===== src/rtl/signed_multiplier_n.sv =====
// Sequential shift-and-add multiplier for signed or unsigned WIDTH-bit operands.
// Runs one ADD/SHIFT pair per multiplier bit and leaves the 2*WIDTH-bit product in A:B.
module signed_multiplier_n #(
  parameter int unsigned WIDTH = 8
) (
  input  logic                 Clk,
  input  logic                 Reset,
  input  logic                 Load_B,
  input  logic                 Start,
  input  logic                 Signed,
  input  logic [WIDTH-1:0]     Din,
  output logic [WIDTH-1:0]     Aval,
  output logic [WIDTH-1:0]     Bval,
  output logic                 Xval,
  output logic [2*WIDTH-1:0]   Product,
  output logic                 Busy,
  output logic                 Done,
  output logic                 Add,
  output logic                 Sub,
  output logic                 Shift
);

  localparam int unsigned CNT_W = $clog2(WIDTH);
  localparam logic [CNT_W-1:0] LAST_CNT = CNT_W'(WIDTH - 1);

  typedef enum logic [1:0] {
    S_IDLE  = 2'd0,
    S_ADD   = 2'd1,
    S_SHIFT = 2'd2,
    S_DONE  = 2'd3
  } state_e;

  state_e             state_q, state_d;
  logic [WIDTH-1:0]   a_q, a_d;
  logic [WIDTH-1:0]   b_q, b_d;
  logic [WIDTH-1:0]   s_q, s_d;
  logic               x_q, x_d;
  logic               mode_q, mode_d;
  logic [CNT_W-1:0]   cnt_q, cnt_d;

  logic               last_iter;
  logic               add_c, sub_c;
  logic [WIDTH:0]     ext_a, ext_s, sum;

  // State and datapath registers
  always_ff @(posedge Clk) begin
    if (Reset) begin
      state_q <= S_IDLE;
      a_q     <= '0;
      b_q     <= '0;
      s_q     <= '0;
      x_q     <= 1'b0;
      mode_q  <= 1'b0;
      cnt_q   <= '0;
    end else begin
      state_q <= state_d;
      a_q     <= a_d;
      b_q     <= b_d;
      s_q     <= s_d;
      x_q     <= x_d;
      mode_q  <= mode_d;
      cnt_q   <= cnt_d;
    end
  end

  // Next-state and datapath update
  always_comb begin
    state_d = state_q;
    a_d     = a_q;
    b_d     = b_q;
    s_d     = s_q;
    x_d     = x_q;
    mode_d  = mode_q;
    cnt_d   = cnt_q;

    last_iter = (cnt_q == LAST_CNT);
    // Final multiplier bit carries negative weight in two's complement
    add_c = (state_q == S_ADD) && b_q[0] && !(last_iter && mode_q);
    sub_c = (state_q == S_ADD) && b_q[0] && last_iter && mode_q;
    ext_a = {mode_q & a_q[WIDTH-1], a_q};
    ext_s = {mode_q & s_q[WIDTH-1], s_q};
    sum   = sub_c ? (ext_a - ext_s) : (ext_a + ext_s);

    case (state_q)
      S_IDLE: begin
        if (Load_B) b_d = Din;
        if (Start) begin
          s_d     = Din;
          a_d     = '0;
          x_d     = 1'b0;
          cnt_d   = '0;
          mode_d  = Signed;
          state_d = S_ADD;
        end
      end
      S_ADD: begin
        if (b_q[0]) {x_d, a_d} = sum;
        state_d = S_SHIFT;
      end
      S_SHIFT: begin
        x_d     = mode_q & x_q;
        a_d     = {x_q, a_q[WIDTH-1:1]};
        b_d     = {a_q[0], b_q[WIDTH-1:1]};
        cnt_d   = cnt_q + CNT_W'(1);
        state_d = last_iter ? S_DONE : S_ADD;
      end
      S_DONE: begin
        if (!Start) state_d = S_IDLE;
      end
      default: state_d = S_IDLE;
    endcase
  end

  assign Aval    = a_q;
  assign Bval    = b_q;
  assign Xval    = x_q;
  assign Product = {a_q, b_q};
  assign Busy    = (state_q == S_ADD) || (state_q == S_SHIFT);
  assign Done    = (state_q == S_DONE);
  assign Add     = add_c;
  assign Sub     = sub_c;
  assign Shift   = (state_q == S_SHIFT);

endmodule


===== config.mk =====
export PLATFORM = sky130hd
export DESIGN_NAME = signed_multiplier_n
export DESIGN_NICKNAME = d
export VERILOG_FILES = /design/src/rtl/signed_multiplier_n.sv
export SDC_FILE = /design/constraint.sdc
export NUM_CORES = 1
export LEC_CHECK = 0
export BUFFER_PORTS_ARGS = -buffer_cell sky130_fd_sc_hd__buf_2
export CAP_MARGIN = 10
export CORE_ASPECT_RATIO = 1.5
export CORE_MARGIN = 2
export CORE_UTILIZATION = 25
export CTS_CLUSTER_DIAMETER = 50
export DETAILED_ROUTE_END_ITERATION = 12
export PLACE_DENSITY = 0.43
export SYNTH_ARGS = -nofsm -noshare
export SYNTH_HDL_FRONTEND = slang
export SYNTH_SLANG_ARGS = --single-unit

===== constraint.sdc =====
create_clock -name Clk -period 3.3 [get_ports Clk]
set_clock_uncertainty 0.1 [all_clocks]
set_input_delay 0.165 -clock Clk [delete_from_list [all_inputs] [get_ports Clk]]
set_output_delay 0.165 -clock Clk [all_outputs]
set_load 0.02 [all_outputs]

# --- Word-level counts from Yosys, hierarchy flattened ---
# Index checks and enable logic that the tools add are counted.
classes:
  add_sub_neg: 3
  eq_ne: 8
  n_mux: 15
  bitwise: 3
  n_reduce_logical: 15
ops:
  columns: ["op", "count"]
  rows:
  - ["$mux W8", 3]
  - ["$pmux W8 S3", 1]
  - ["$pmux W8 S2", 1]
  - ["$add A9 B9 Y9", 1]
  - ["$mux W9", 1]
  - ["$sub A9 B9 Y9", 1]
  - ["$ne A2 B2 Y1 const B", 4]
  - ["$pmux W2 S4", 1]
  - ["$reduce_and A2 Y1", 4]
  - ["$mux W2", 3]
  - ["$pmux W3 S2", 1]
  - ["$logic_and A1 B1 Y1", 5]
  - ["$eq A2 B2 Y1 const B", 2]
  - ["$add A3 B1 Y3 const B", 1]
  - ["$and A1 B1 Y1", 3]
  - ["$eq A3 B3 Y1 const B", 1]
  - ["$mux W3", 1]
  - ["$pmux W1 S3", 1]
  - ["$reduce_and A3 Y1", 1]
  - ["$reduce_bool A3 Y1", 1]
  - ["$eq A2 B1 Y1 const B", 1]
  - ["$logic_not A2 Y1", 1]
  - ["$mux W1", 2]
  - ["$reduce_bool A2 Y1", 1]
  - ["2 further kinds", 2]
word_totals:
  register_bits: 31
  wordCells: 51

# --- Depth between registers and ports, before layout ---
# Gate-level depths: netlist of run 1.
logic_depth:
  word_depth: 7
  ltp_mapped: 12
  depth_no_buf: 12

# --- Worst setup path before layout of run 1 ---
# No wires, ideal clock.
synth_path:
  kind: "reg2reg"
  from: "register state_q[1]"
  to: "register a_q[5] (netlist: Aval[5])"
  setup_ps: 62
  arrival_ps: 2507
  slack_ps: 631
  path_stages_with_launch: 12
  period_less_slack_ps: 2669
  path_cell_list: "dfxtp_1 inv_1 ha_1 nand4_1 inv_2 nor2_1 xnor2_1 ha_1 o21a_1 o21a_1 or4_1 nand3_1"
synth_via:
  elab_chain_len: 7
  word_cells_on_any_way: 13
synth_lines:
  columns: ["item", "line", "text"]
  rows:
  - ["start, declared", "33", "state_e state_q, state_d;"]
  - ["start signal, assigned", "56", "state_q <= state_d;"]
  - ["$eq A2 B1 Y1", "79", "sub_c = (state_q == S_ADD) && b_q[0] && last_iter && mode_q;"]
  - ["$logic_and A1 B1 Y1 (3 in series)", "79", null]
  - ["named net Sub", "19", "output logic Sub,"]
  - ["$mux W9", "82", "sum = sub_c ? (ext_a - ext_s) : (ext_a + ext_s);"]
  - ["$mux W8", "97", "if (b_q[0]) {x_d, a_d} = sum;"]
  - ["$pmux W8 S3", "84", "case (state_q)"]
  - ["end signal, assigned", "49", "a_q <= '0;"]
  - ["end signal, assigned", "57", "a_q <= a_d;"]
  - ["end, declared", "34", "logic [WIDTH-1:0] a_q, a_d;"]
# The timed path passes the listed nets, and every way through them passes these cells. The select of a mux whose other input is x is not followed.
# A chain may end at the register's enable or synchronous reset.

# --- Final worst setup path of run 1 ---
layout_path:
  from: "register cnt_q[0]"
  to: "register x_q (netlist: Xval)"
layout_via:
  elab_chain_len: 6
layout_lines:
  columns: ["item", "line", "text"]
  rows:
  - ["start, declared", "39", "logic [CNT_W-1:0] cnt_q, cnt_d;"]
  - ["start signal, assigned", "62", "cnt_q <= cnt_d;"]
  - ["$eq A3 B3 Y1", "76", "last_iter = (cnt_q == LAST_CNT);"]
  - ["$logic_and A1 B1 Y1 (2 in series)", "79", null]
  - ["$mux W9", "82", null]
  - ["$mux W1", "97", null]
  - ["$pmux W1 S3", "84", null]
  - ["end signal, assigned", "52", "x_q <= 1'b0;"]
  - ["end signal, assigned", "60", "x_q <= x_d;"]
  - ["end, declared", "37", "logic x_q, x_d;"]
# No other way between the ends. The select of a mux whose other input is x is not followed.

==> metrics.txt, run 1 <==
most prevalent standard cell on the critical path=ha_1; clk buf depth=2; proportion of power drawn by flip-flops and latches=28.4%; clock transition time at the flip-flop clock pins of the worst setup and hold paths=0.06 ns; width of the die=80.5 um; type of destination of the critical path=flip-flop; clock tree from TritonCTS=yes; Die Footprint=9550 sq um; Seq. cell area=621 sq um; Hold Crit Class=in -> reg; Final Wtd Congestion=0.868; most area-hungry cell type in the Yosys netlist=dfxtp_1; worst setup margin=0.403 ns; FF-to-FF path depth=12; unrepaired setup endpoints after global routing=no; depth of the CTS H-tree=2; run status=completed; met1 track demand over resource in global routing=15.8%; core region area=8460 sq um; Gate power share=41.7%; Worst Path Required=3.37 ns; crit-path cells=ha_1 -> ha_1 -> nand4_1 -> inv_2 -> nor2_1 -> xnor2_1 -> ha_1 -> a211oi_2 -> nor2_1 -> a221oi_1 -> a2111o_1 -> nand3_1; category of the most critical setup path=reg -> reg; total overflow reported by the global router=0; Sw Share=40.1%; PwrDens=647 nW/um^2; global route hottest layer=met2; ratio of cells with drive above 1 in the final layout=23.4%; PostCTS Resize Cnt=0; overall routed net length=6.08 mm; Antenna Violating Nets Remaining=0; cell-internal power=1.00 mW; max-slew violation total from the final report=0; wire length of the first global-routing pass=10.2 mm; I/O pin count=51; Slew Limit Headroom=53.5%; area fraction of the dominant cell type after synthesis=28.3%; number of enable flip-flop cells after synthesis=0; Global Route Usage Sum=13.9%; Placed Cells=403; final count of hold timing violations=0; Port-buffer cells=50; Layout Area Growth over Synthesis=17.9%; multi-input logic area=1360 sq um; standard-cell row count=41; Final nets=332; total of endpoints with negative setup slack in the final report=0; met3 Resource Use GR=2.90%; signal arrival time at the worst endpoint=2.96 ns; final total negative setup slack=0 ns; fin crit share=87.8%; worst vdd ir=0.245 mV; number of antenna violations at the first check in global routing=0; switching component of the power=0.671 mW; post-route minimum period=2.90 ns; via density per instance=4.87; number of maximum-capacitance constraint violations=0; fill cell instance count of the final layout=917; YS warnings=0; cells after synthesis=270; area of all placed cells without fillers=2590 sq um; kind of start point of the critical path=flip-flop; Die Y=119 um; Inserted Clock Buffers=5; met2 GRT Util=24.8%; post-synthesis async set-or-reset flop share=0%; vias in the first global route=1976; final standard cell utilization of the core=30.6%; number of stages on the worst hold path=3; Initial DRC Count=104; maximum number of pins on one net before global-route repair=33; non-filler cells, final=411; Syn Area/Cell=8.12 sq um; root buffer selected by CTS=clkbuf_16; Total Power Consumption=1.67 mW; Leakage=1.11 nW; routed vias=2001; Area contributors post-synth=dfxtp_1 (28%), ha_1 (8.6%), nand2_1 (6.0%); count of unique library cells instantiated by Yosys=53; count of TritonRoute iterations in the first routing pass=4; number of nets in the synthesized netlist=299; sequential fraction of the synthesis area=28.3%; Fmax achieved=345 MHz; Diodes inserted=0; Setup WS pre-CTS=0.311 ns; stage delay of the slowest cell on the critical path=0.35 ns; post-CTS repair timing setup buffer count=0; Levels on crit path=12; placed standard-cell area=2420 sq um; number of remaining DRC errors=0; clock insertion delay at the later pin of the skew report=0.28 ns; slowest stage cell on the critical path=dfxtp_1; most used flip-flop cell after synthesis=dfxtp_1; count of hold-fix buffers inserted at cts=0; fraction of power consumed by the clock network=29.9%; post-synthesis instance area=2190 sq um; worst-path fanout max=8; actual slew at the worst max-slew pin=0.692 ns; dpl hpwl=4.55 mm; average routed wire per standard cell=14.8 um; number of sinks handled by clock tree synthesis=31; Starting Density=25.9%; flip-flop and latch count after synthesis=31; top cell family by delay on the critical path=compound AO/OA/AOI/OAI gates; Buffers & Inverters on Critical Path=1; worst hold slack across all endpoints=0.0327 ns
==> placed cells by master, fill, tap and decap left out, drive strengths merged, types with 3 or more instances in the layout <==
cell    instances
buf            53
nand2          35
dfxtp          31
a21oi          26
nor2           18
ha             15
nand3          11
inv            11
a211oi         11
mux2i           9
o21ai           8
clkbuf          7
xnor2           5
nor3            5
nor2b           5
o21a            4
nand4           3
xor2            3
a21o            3
and3            3
nand2b          3
and2            3
==> registers in the layout, summed over array words and instances, names as in the netlist <==
signal and flops:
state_q 2, Xval 1, mode_q 1, Aval 8
s_q 8, Bval 8, cnt_q 3
==> cells in the mapped netlist, drive strengths merged (2+ instances only) <==
| cell type | n |
|---|---|
| clkbuf | 7 |
| or4 | 2 |
| ha | 15 |
| o211ai | 2 |
| mux2i | 9 |
| o21ai | 8 |
| and2 | 3 |
| nor3 | 5 |
| o21a | 4 |
| inv | 11 |
| and3 | 3 |
| nor2b | 5 |
| nand2b | 3 |
| o31ai | 2 |
| nor2 | 18 |
| a21oi | 26 |
| nand3 | 11 |
| dfxtp | 31 |
| a32oi | 2 |
| buf | 20 |
| or3 | 2 |
| a21o | 3 |
| nand4 | 3 |
| xnor2 | 5 |
| a211oi | 11 |
| xor2 | 3 |
| nand2 | 35 |
==> worst paths after layout <==
path | startpoint | endpoint | slack, ns
min reg2reg | state_q[1]$_SDFFE_PP0P_ | state_q[1]$_SDFFE_PP0P_ | 0.40
max | cnt_q[0]$_SDFFE_PP0P_ | Xval$_SDFFE_PP0P_ | 0.40
min | Din[7] | s_q[7]$_SDFFE_PP0P_ | 0.03
max reg2reg | cnt_q[0]$_SDFFE_PP0P_ | Xval$_SDFFE_PP0P_ | 0.40
==> per-layer routing <==
layer | vias up | routed length, um
li1 | 1020 | -
met1 | 917 | 2510
met2 | 56 | 3170
met3 | 8 | 281
met4 | 0 | 119
met5 | - | 0
==> worst min-delay path: cells and delay by family <==
family | cells | cell delay (ns)
buffers and inverters | 1 | 0.10
and+or+nand+nor | 1 | 0.05
AOI/OAI and AO/OA | 1 | 0.05
==> area by class of cell <==
class / count / share of cell area, %
inverter: 11 / 1.60
tap: 107 / 5.18
clock buffer: 7 / 5.90
multi-input combinational: 201 / 52.5
sequential: 31 / 24.0
timing repair buffer: 53 / 10.5
clock inverter: 1 / 0.290
==> cells by family after synthesis <==
kind of cell,after synthesis,synth area share [%]
AND/OR/NAND/NOR,95,21.6
AO/OA/AOI/OAI,72,22.8
buffers and inverters,38,10.0
adder cells (fa/ha/maj),16,9.47
multiplexers,10,4.62
XOR/XNOR,8,3.19
flip-flops,31,28.3
==> power groups by stage <==
| stage | Clock (mW) | Combinational [mW] | Sequential [mW] |
|---|---|---|---|
| floorplan | 0 | 0.536 | 0.501 |
| global placement | 0 | 0.702 | 0.485 |
| detailed placement | 0 | 0.704 | 0.484 |
| CTS | 0.514 | 0.706 | 0.477 |
| global route | 0.530 | 0.783 | 0.485 |
| finish | 0.501 | 0.699 | 0.475 |
Note: power is estimated with default switching activity, not from simulation.
==> run 2: changes to the inputs <==
==> constraint.sdc (replaced) <==
create_clock -name Clk -period 3.2 [get_ports Clk]
set_clock_uncertainty 0.1 [all_clocks]
set_input_delay 0.16 -clock Clk [delete_from_list [all_inputs] [get_ports Clk]]
set_output_delay 0.16 -clock Clk [all_outputs]
set_load 0.02 [all_outputs]
==> run 2 against run 1 <==
Effect of this change: critical path depth is 2 lower; critical path type unchanged; routed wire length is 0.76% higher; final area hardly changed; sequential power is 3% higher.
==> metrics.txt, run 2 (synthesis gave the netlist of run 1 again) <==
Starting Density=25.9% (unchanged); Sw Share=41.3% (+1.2 points); width of the die=80.5 um (unchanged); via density per instance=4.84 (-0.58%); count of hold-fix buffers inserted at cts=0 (unchanged); worst-path fanout max=6 (-2); flop-to-flop setup slack=0.32 ns (-0.08 ns); number of sinks handled by clock tree synthesis=31 (unchanged); Final Wtd Congestion=0.758 (-13%); clock tree from TritonCTS=yes; wire length of the first global-routing pass=10.1 mm (-1.4%); max-slew violation total from the final report=0 (unchanged); routed vias=2004 (+0.15%); Initial DRC Count=63 (-39%); Die Footprint=9550 sq um (unchanged); non-filler cells, final=414 (+0.73%); Fmax achieved=347 MHz (+0.55%); Levels on crit path=10 (-2); Hold Crit Class=in -> reg; worst setup margin=0.319 ns (-0.0843 ns); root buffer selected by CTS=clkbuf_16; Final nets=335 (+0.90%); Setup WS pre-CTS=0.289 ns (-0.0217 ns); kind of start point of the critical path=flip-flop; Leakage=1.11 nW (+0.27%); fin crit share=90.0% (+2.3 points); standard-cell row count=41 (unchanged); overall routed net length=6.12 mm (+0.76%); crit-path cells=ha_1 -> ha_1 -> nand4_1 -> a21oi_1 -> ha_1 -> nor2b_1 -> o21a_1 -> o21a_1 -> or4_1 -> nand3_1; commonest cells after routing, fill and taps aside=buf_2 (50), nand2_1 (35), dfxtp_1 (31); worst vdd ir=0.276 mV (+13%); top cell family by delay on the critical path=simple AND/OR/NAND/NOR gates; FF-to-FF path depth=10 (-2); clock transition time at the flip-flop clock pins of the worst setup and hold paths=0.06 ns (about the same); fraction of power consumed by the clock network=28.2% (-1.7 points); most prevalent standard cell on the critical path=ha_1; Total Power Consumption=1.68 mW (+0.59%); stage delay of the slowest cell on the critical path=0.52 ns (+0.17 ns); post-route minimum period=2.88 ns (-0.0157 ns); category of the most critical setup path=reg -> reg; number of maximum-capacitance constraint violations=0 (unchanged); total overflow reported by the global router=0 (unchanged); Global Route Usage Sum=13.6% (-0.22 points); commonest non-fill, non-tap cell in the layout=buf_2; Port-buffer cells=50 (unchanged); actual slew at the worst max-slew pin=0.810 ns (+0.118 ns); final total negative setup slack=0 ns (unchanged); dpl hpwl=4.64 mm (+2.0%); Buffers & Inverters on Critical Path=0 (-1); signal arrival time at the worst endpoint=3.00 ns (+0.04 ns); Inserted Clock Buffers=5 (unchanged); cell-internal power=0.989 mW (-1.4%); number of antenna violations at the first check in global routing=0 (unchanged); Slew Limit Headroom=45.6% (-7.9 points); average routed wire per standard cell=14.8 um (about the same); PostCTS Resize Cnt=0 (unchanged); type of destination of the critical path=flip-flop; I/O pin count=51 (unchanged); maximum number of pins on one net before global-route repair=33 (unchanged); Die Y=119 um (unchanged); final count of hold timing violations=0 (unchanged); worst hold slack across all endpoints=0.0345 ns (+0.00177 ns); Gate power share=42.9% (+1.2 points); post-CTS repair timing setup buffer count=0 (unchanged); clock insertion delay at the later pin of the skew report=0.28 ns (about the same); number of remaining DRC errors=0 (unchanged); clk buf depth=2 (unchanged); vias in the first global route=1966 (-0.51%); run status=completed; proportion of power drawn by flip-flops and latches=29.0% (+0.6 points); Worst Path Required=3.32 ns (-0.05 ns); Diodes inserted=0 (unchanged); core region area=8460 sq um (unchanged); count of TritonRoute iterations in the first routing pass=4 (unchanged); number of stages on the worst hold path=3 (unchanged); switching component of the power=0.695 mW (+3.6%); unrepaired setup endpoints after global routing=no; ratio of cells with drive above 1 in the final layout=23.8% (+0.42 points); PwrDens=651 nW/um^2 (+0.49%); Antenna Violating Nets Remaining=0 (unchanged); total of endpoints with negative setup slack in the final report=0 (unchanged); Placed Cells=404 (+0.25%); Layout Area Growth over Synthesis=18.0% (about the same); slowest stage cell on the critical path=or4_1; depth of the CTS H-tree=2 (unchanged)
==> run 2: per-stage QoR <==
stage                     cell area (sq um)  utilization [%]
after global routing                   2590             30.6
after global placement                 2430             28.7
after floorplan                        2190                -
after CTS                              2570             30.4
final                                  2590             30.6
after detailed placement               2430             28.7
==> run 2: path summary, 6_finish.rpt <==
check                                            end                  start
worst min-delay path             s_q[2]$_SDFFE_PP0P_                 Din[2]
worst min register to register   s_q[1]$_SDFFE_PP0P_    s_q[1]$_SDFFE_PP0P_
worst max register to register  Aval[5]$_SDFFE_PP0P_  cnt_q[0]$_SDFFE_PP0P_
worst max-delay path            Aval[5]$_SDFFE_PP0P_  cnt_q[0]$_SDFFE_PP0P_
==> run 2: final cells by class <==
cell class	instances	area, sq um
flip-flops and latches	31	621
repair buffers	56	295
fillers	921	5880
clock inverters	3	20.0
multi-input cells	201	1350
clock buffers	5	125
inverters	11	41.3
well taps	107	134
==> run 2: worst reg2reg max path: stages, from the launching register on <==
cell     delay, ns
dfxtp_1       0.35
ha_1          0.16
ha_1          0.17
nand4_1       0.25
a21oi_1       0.36
ha_1          0.28
nor2b_1       0.12
o21a_1        0.18
o21a_1        0.25
or4_1         0.52
nand3_1       0.09
==> run 2: per-layer routing <==
| metal | wire (um) | GRT usage (%) |
|---|---|---|
| met1 | 2550 | 15.8 |
| met2 | 3240 | 24.7 |
| met3 | 269 | 2.29 |
| met4 | 72 | 4.45 |
| met5 | 0 | 0 |
==> run 2: power groups by stage <==
stage               Combinational, mW  Clock [mW]  Sequential (mW)
floorplan                       0.553           0            0.517
global placement                0.736           0            0.497
detailed placement              0.728           0            0.499
CTS                             0.732       0.490            0.490
global route                    0.804       0.506            0.499
finish                          0.722       0.474            0.488
==> run 3: changes to the inputs <==
==> config.mk (replaced) <==
export PLATFORM = sky130hd
export DESIGN_NAME = signed_multiplier_n
export DESIGN_NICKNAME = d
export VERILOG_FILES = /design/src/rtl/signed_multiplier_n.sv
export SDC_FILE = /design/constraint.sdc
export NUM_CORES = 1
export LEC_CHECK = 0
export CAP_MARGIN = 10
export CORE_ASPECT_RATIO = 1.5
export CORE_MARGIN = 2
export CORE_UTILIZATION = 25
export CTS_CLUSTER_DIAMETER = 50
export DETAILED_ROUTE_END_ITERATION = 12
export DONT_BUFFER_PORTS = 1
export PLACE_DENSITY = 0.38
export SETUP_SLACK_MARGIN = 0.02
export SYNTH_ARGS = -nofsm -noshare
export SYNTH_HDL_FRONTEND = slang
export SYNTH_SLANG_ARGS = --single-unit
==> constraint.sdc (replaced) <==
create_clock -name Clk -period 2.7 [get_ports Clk]
set_clock_uncertainty 0.1 [all_clocks]
set_input_delay 0.135 -clock Clk [delete_from_list [all_inputs] [get_ports Clk]]
set_output_delay 0.135 -clock Clk [all_outputs]
set_load 0.02 [all_outputs]
==> run 3 against run 2 <==
Effect of this change: power grew 24%; first-iteration DRC count down 25%; die area unchanged; hold slack worse by 0.018 ns; register-to-register slack worse by 0.18 ns; non-clock buffer count fell by 14; sequential cell count unchanged; critical path depth increased by 3; combinational power increased by 25%; highest routed layer unchanged; setup slack got worse by 0.18 ns.
==> metrics.txt, run 3 (synthesis gave the netlist of run 1 again) <==
run status=completed; Final nets=321 (-4.2%); fin crit share=94.8% (+4.8 points); Port-buffer cells=0 (-100%); total overflow reported by the global router=0 (unchanged); clk buf depth=2 (unchanged); Gate power share=43.4% (+0.5 points); depth of the CTS H-tree=2 (unchanged); kind of start point of the critical path=flip-flop; vias in the first global route=2040 (+3.8%); routed vias=1992 (-0.60%); Initial DRC Count=47 (-25%); maximum number of pins on one net before global-route repair=31 (-6.1%); cell-internal power=1.23 mW (+24%); wire length of the first global-routing pass=10.9 mm (+7.9%); commonest non-fill, non-tap cell in the layout=nand2_1; Worst Path Required=2.75 ns (-0.57 ns); Layout Area Growth over Synthesis=22.1%; via density per instance=4.98 (+2.9%); Hold Crit Class=in -> reg; ratio of cells with drive above 1 in the final layout=19.5% (-4.3 points); Slew Limit Headroom=64.2% (+19 points); count of TritonRoute iterations in the first routing pass=4 (unchanged); worst vdd ir=0.382 mV (+38%); multi-input logic area=1380 sq um (+2.0%); clock transition time at the flip-flop clock pins of the worst setup and hold paths=0.06 ns (about the same); PwrDens=778 nW/um^2 (+20%); type of destination of the critical path=flip-flop; area of all placed cells without fillers=2680 sq um (+3.5%); slowest stage cell on the critical path=dfxtp_2; Die Footprint=9550 sq um (unchanged); Die Y=119 um (unchanged); Antenna Violating Nets Remaining=0 (unchanged); final count of hold timing violations=0 (unchanged); Seq. cell area=622 sq um (+0.20%); worst-path fanout max=6 (unchanged); most prevalent standard cell on the critical path=ha_1; clock insertion delay at the later pin of the skew report=0.27 ns (about the same); number of antenna violations at the first check in global routing=0 (unchanged); I/O pin count=51 (unchanged); root buffer selected by CTS=clkbuf_16; crit-path cells=ha_1 -> ha_2 -> nand4_1 -> buf_6 -> inv_2 -> nor2_1 -> xnor2_1 -> ha_1 -> a211oi_2 -> o21bai_1 -> a21oi_1 -> xor2_1 -> o22ai_1; Final Wtd Congestion=0.795 (+4.8%); total of endpoints with negative setup slack in the final report=0 (unchanged); dpl hpwl=5.05 mm (+8.8%); Global Route Usage Sum=14.8% (+1.2 points); actual slew at the worst max-slew pin=0.533 ns (-0.277 ns); number of sinks handled by clock tree synthesis=31 (unchanged); post-route minimum period=2.56 ns (-0.320 ns); signal arrival time at the worst endpoint=2.61 ns (-0.39 ns); Setup WS pre-CTS=-0.0885 ns (-0.378 ns); proportion of power drawn by flip-flops and latches=29.4% (+0.4 points); Diodes inserted=0 (unchanged); stage delay of the slowest cell on the critical path=0.32 ns (-0.20 ns); max-slew violation total from the final report=0 (unchanged); Starting Density=25.9% (unchanged); width of the die=80.5 um (unchanged); placed standard-cell area=2370 sq um (-2.3%); Sw Share=41.0% (-0.26 points); fraction of power consumed by the clock network=27.2% (-1.0 points); Total Power Consumption=2.08 mW (+24%); clock tree from TritonCTS=yes; Inserted Clock Buffers=5 (unchanged); overall routed net length=6.67 mm (+8.9%); Fmax achieved=391 MHz (+13%); category of the most critical setup path=reg -> reg; number of maximum-capacitance constraint violations=0 (unchanged); commonest cells after routing, fill and taps aside=nand2_1 (35), dfxtp_1 (30), buf_4 (30); unrepaired setup endpoints after global routing=yes; average routed wire per standard cell=16.7 um (+13%); switching component of the power=0.854 mW (+23%); core region area=8460 sq um (unchanged); number of remaining DRC errors=0 (unchanged); fill cell instance count of the final layout=927 (+0.65%); worst setup margin=0.139 ns (-0.180 ns); standard-cell row count=41 (unchanged); Leakage=1.05 nW (-5.6%)
## run 3: changes by cell type in the layout (fill, tap and decap cells not counted), moves of 2 or more
cell	previous run	this run
buf_2	50	0
buf_4	6	30
dlygate4sd3_1	0	10
o21ai_0	8	5
o21ai_1	0	3
a21oi_1	26	24
a21oi_2	0	2
## run 3: worst max-delay path: cells and delay by family, from the launching register on
| kind | cells | cell delay (ns) |
|---|---|---|
| simple gates | 2 | 0.20 |
| compound gates | 4 | 0.68 |
| fa+ha+maj | 3 | 0.66 |
| buf+inv | 2 | 0.17 |
| flops | 1 | 0.32 |
| xor+xnor | 2 | 0.31 |
## run 3: final timing paths
path	depth (start not counted)	to	slack, ns	start
worst max-delay path	13	Aval[6]$_SDFFE_PP0P_	0.14	cnt_q[0]$_SDFFE_PP0P_
worst min register to register	2	cnt_q[1]$_SDFFE_PP0P_	0.39	cnt_q[1]$_SDFFE_PP0P_
worst min-delay path	2	Bval[6]$_SDFFE_PP0P_	0.02	Din[6]
worst max register to register	13	Aval[6]$_SDFFE_PP0P_	0.14	cnt_q[0]$_SDFFE_PP0P_
## run 3: timing repair
action	in CTS	in global routing
buffers inserted	1	0
pin swaps	1	8
hold buffers	11	0
endpoints found under the setup margin	6	5
resized for setup	2	10
endpoints found under the hold margin	29	0
## run 3: metrics by stage
| stage | utilization [%] | instances | setup TNS (ns) | hold WS (ns) |
|---|---|---|---|---|
| after floorplan | - | 270 | 0 | 0.171 |
| after global placement | 28.0 | 380 | -0.0508 | 0.110 |
| after detailed placement | 28.0 | 380 | -0.143 | 0.113 |
| after CTS | 31.4 | 400 | 0 | 0.000929 |
| after global routing | 31.6 | 400 | 0 | 0.0199 |
| final | 31.6 | 400 | 0 | 0.0163 |
## run 3: cell type report
cell class	instances	area share, %
sequential	31	23.2
clock inverter	3	0.747
tap	107	5.00
multi-input combinational	201	51.5
clock buffer	5	4.67
inverter	11	1.54
timing repair buffer	42	13.3
## run 3: power by group through the flow
| stage | logic, mW | registers [mW] | clock network, mW |
|---|---|---|---|
| CTS | 0.900 | 0.613 | 0.586 |
| global placement | 0.871 | 0.623 | 0 |
| global route | 0.995 | 0.623 | 0.604 |
| detailed placement | 0.865 | 0.623 | 0 |
| finish | 0.904 | 0.612 | 0.567 |
| floorplan | 0.655 | 0.613 | 0 |
## run 3: routing by layer
metal,vias to the layer above,global-route usage [%],part of all wire [%]
met3,7,3.05,3.9
li1,998,-,-
met1,949,15.9,40
met5,-,0,0
met2,38,27.6,54
met4,0,5.51,2.0
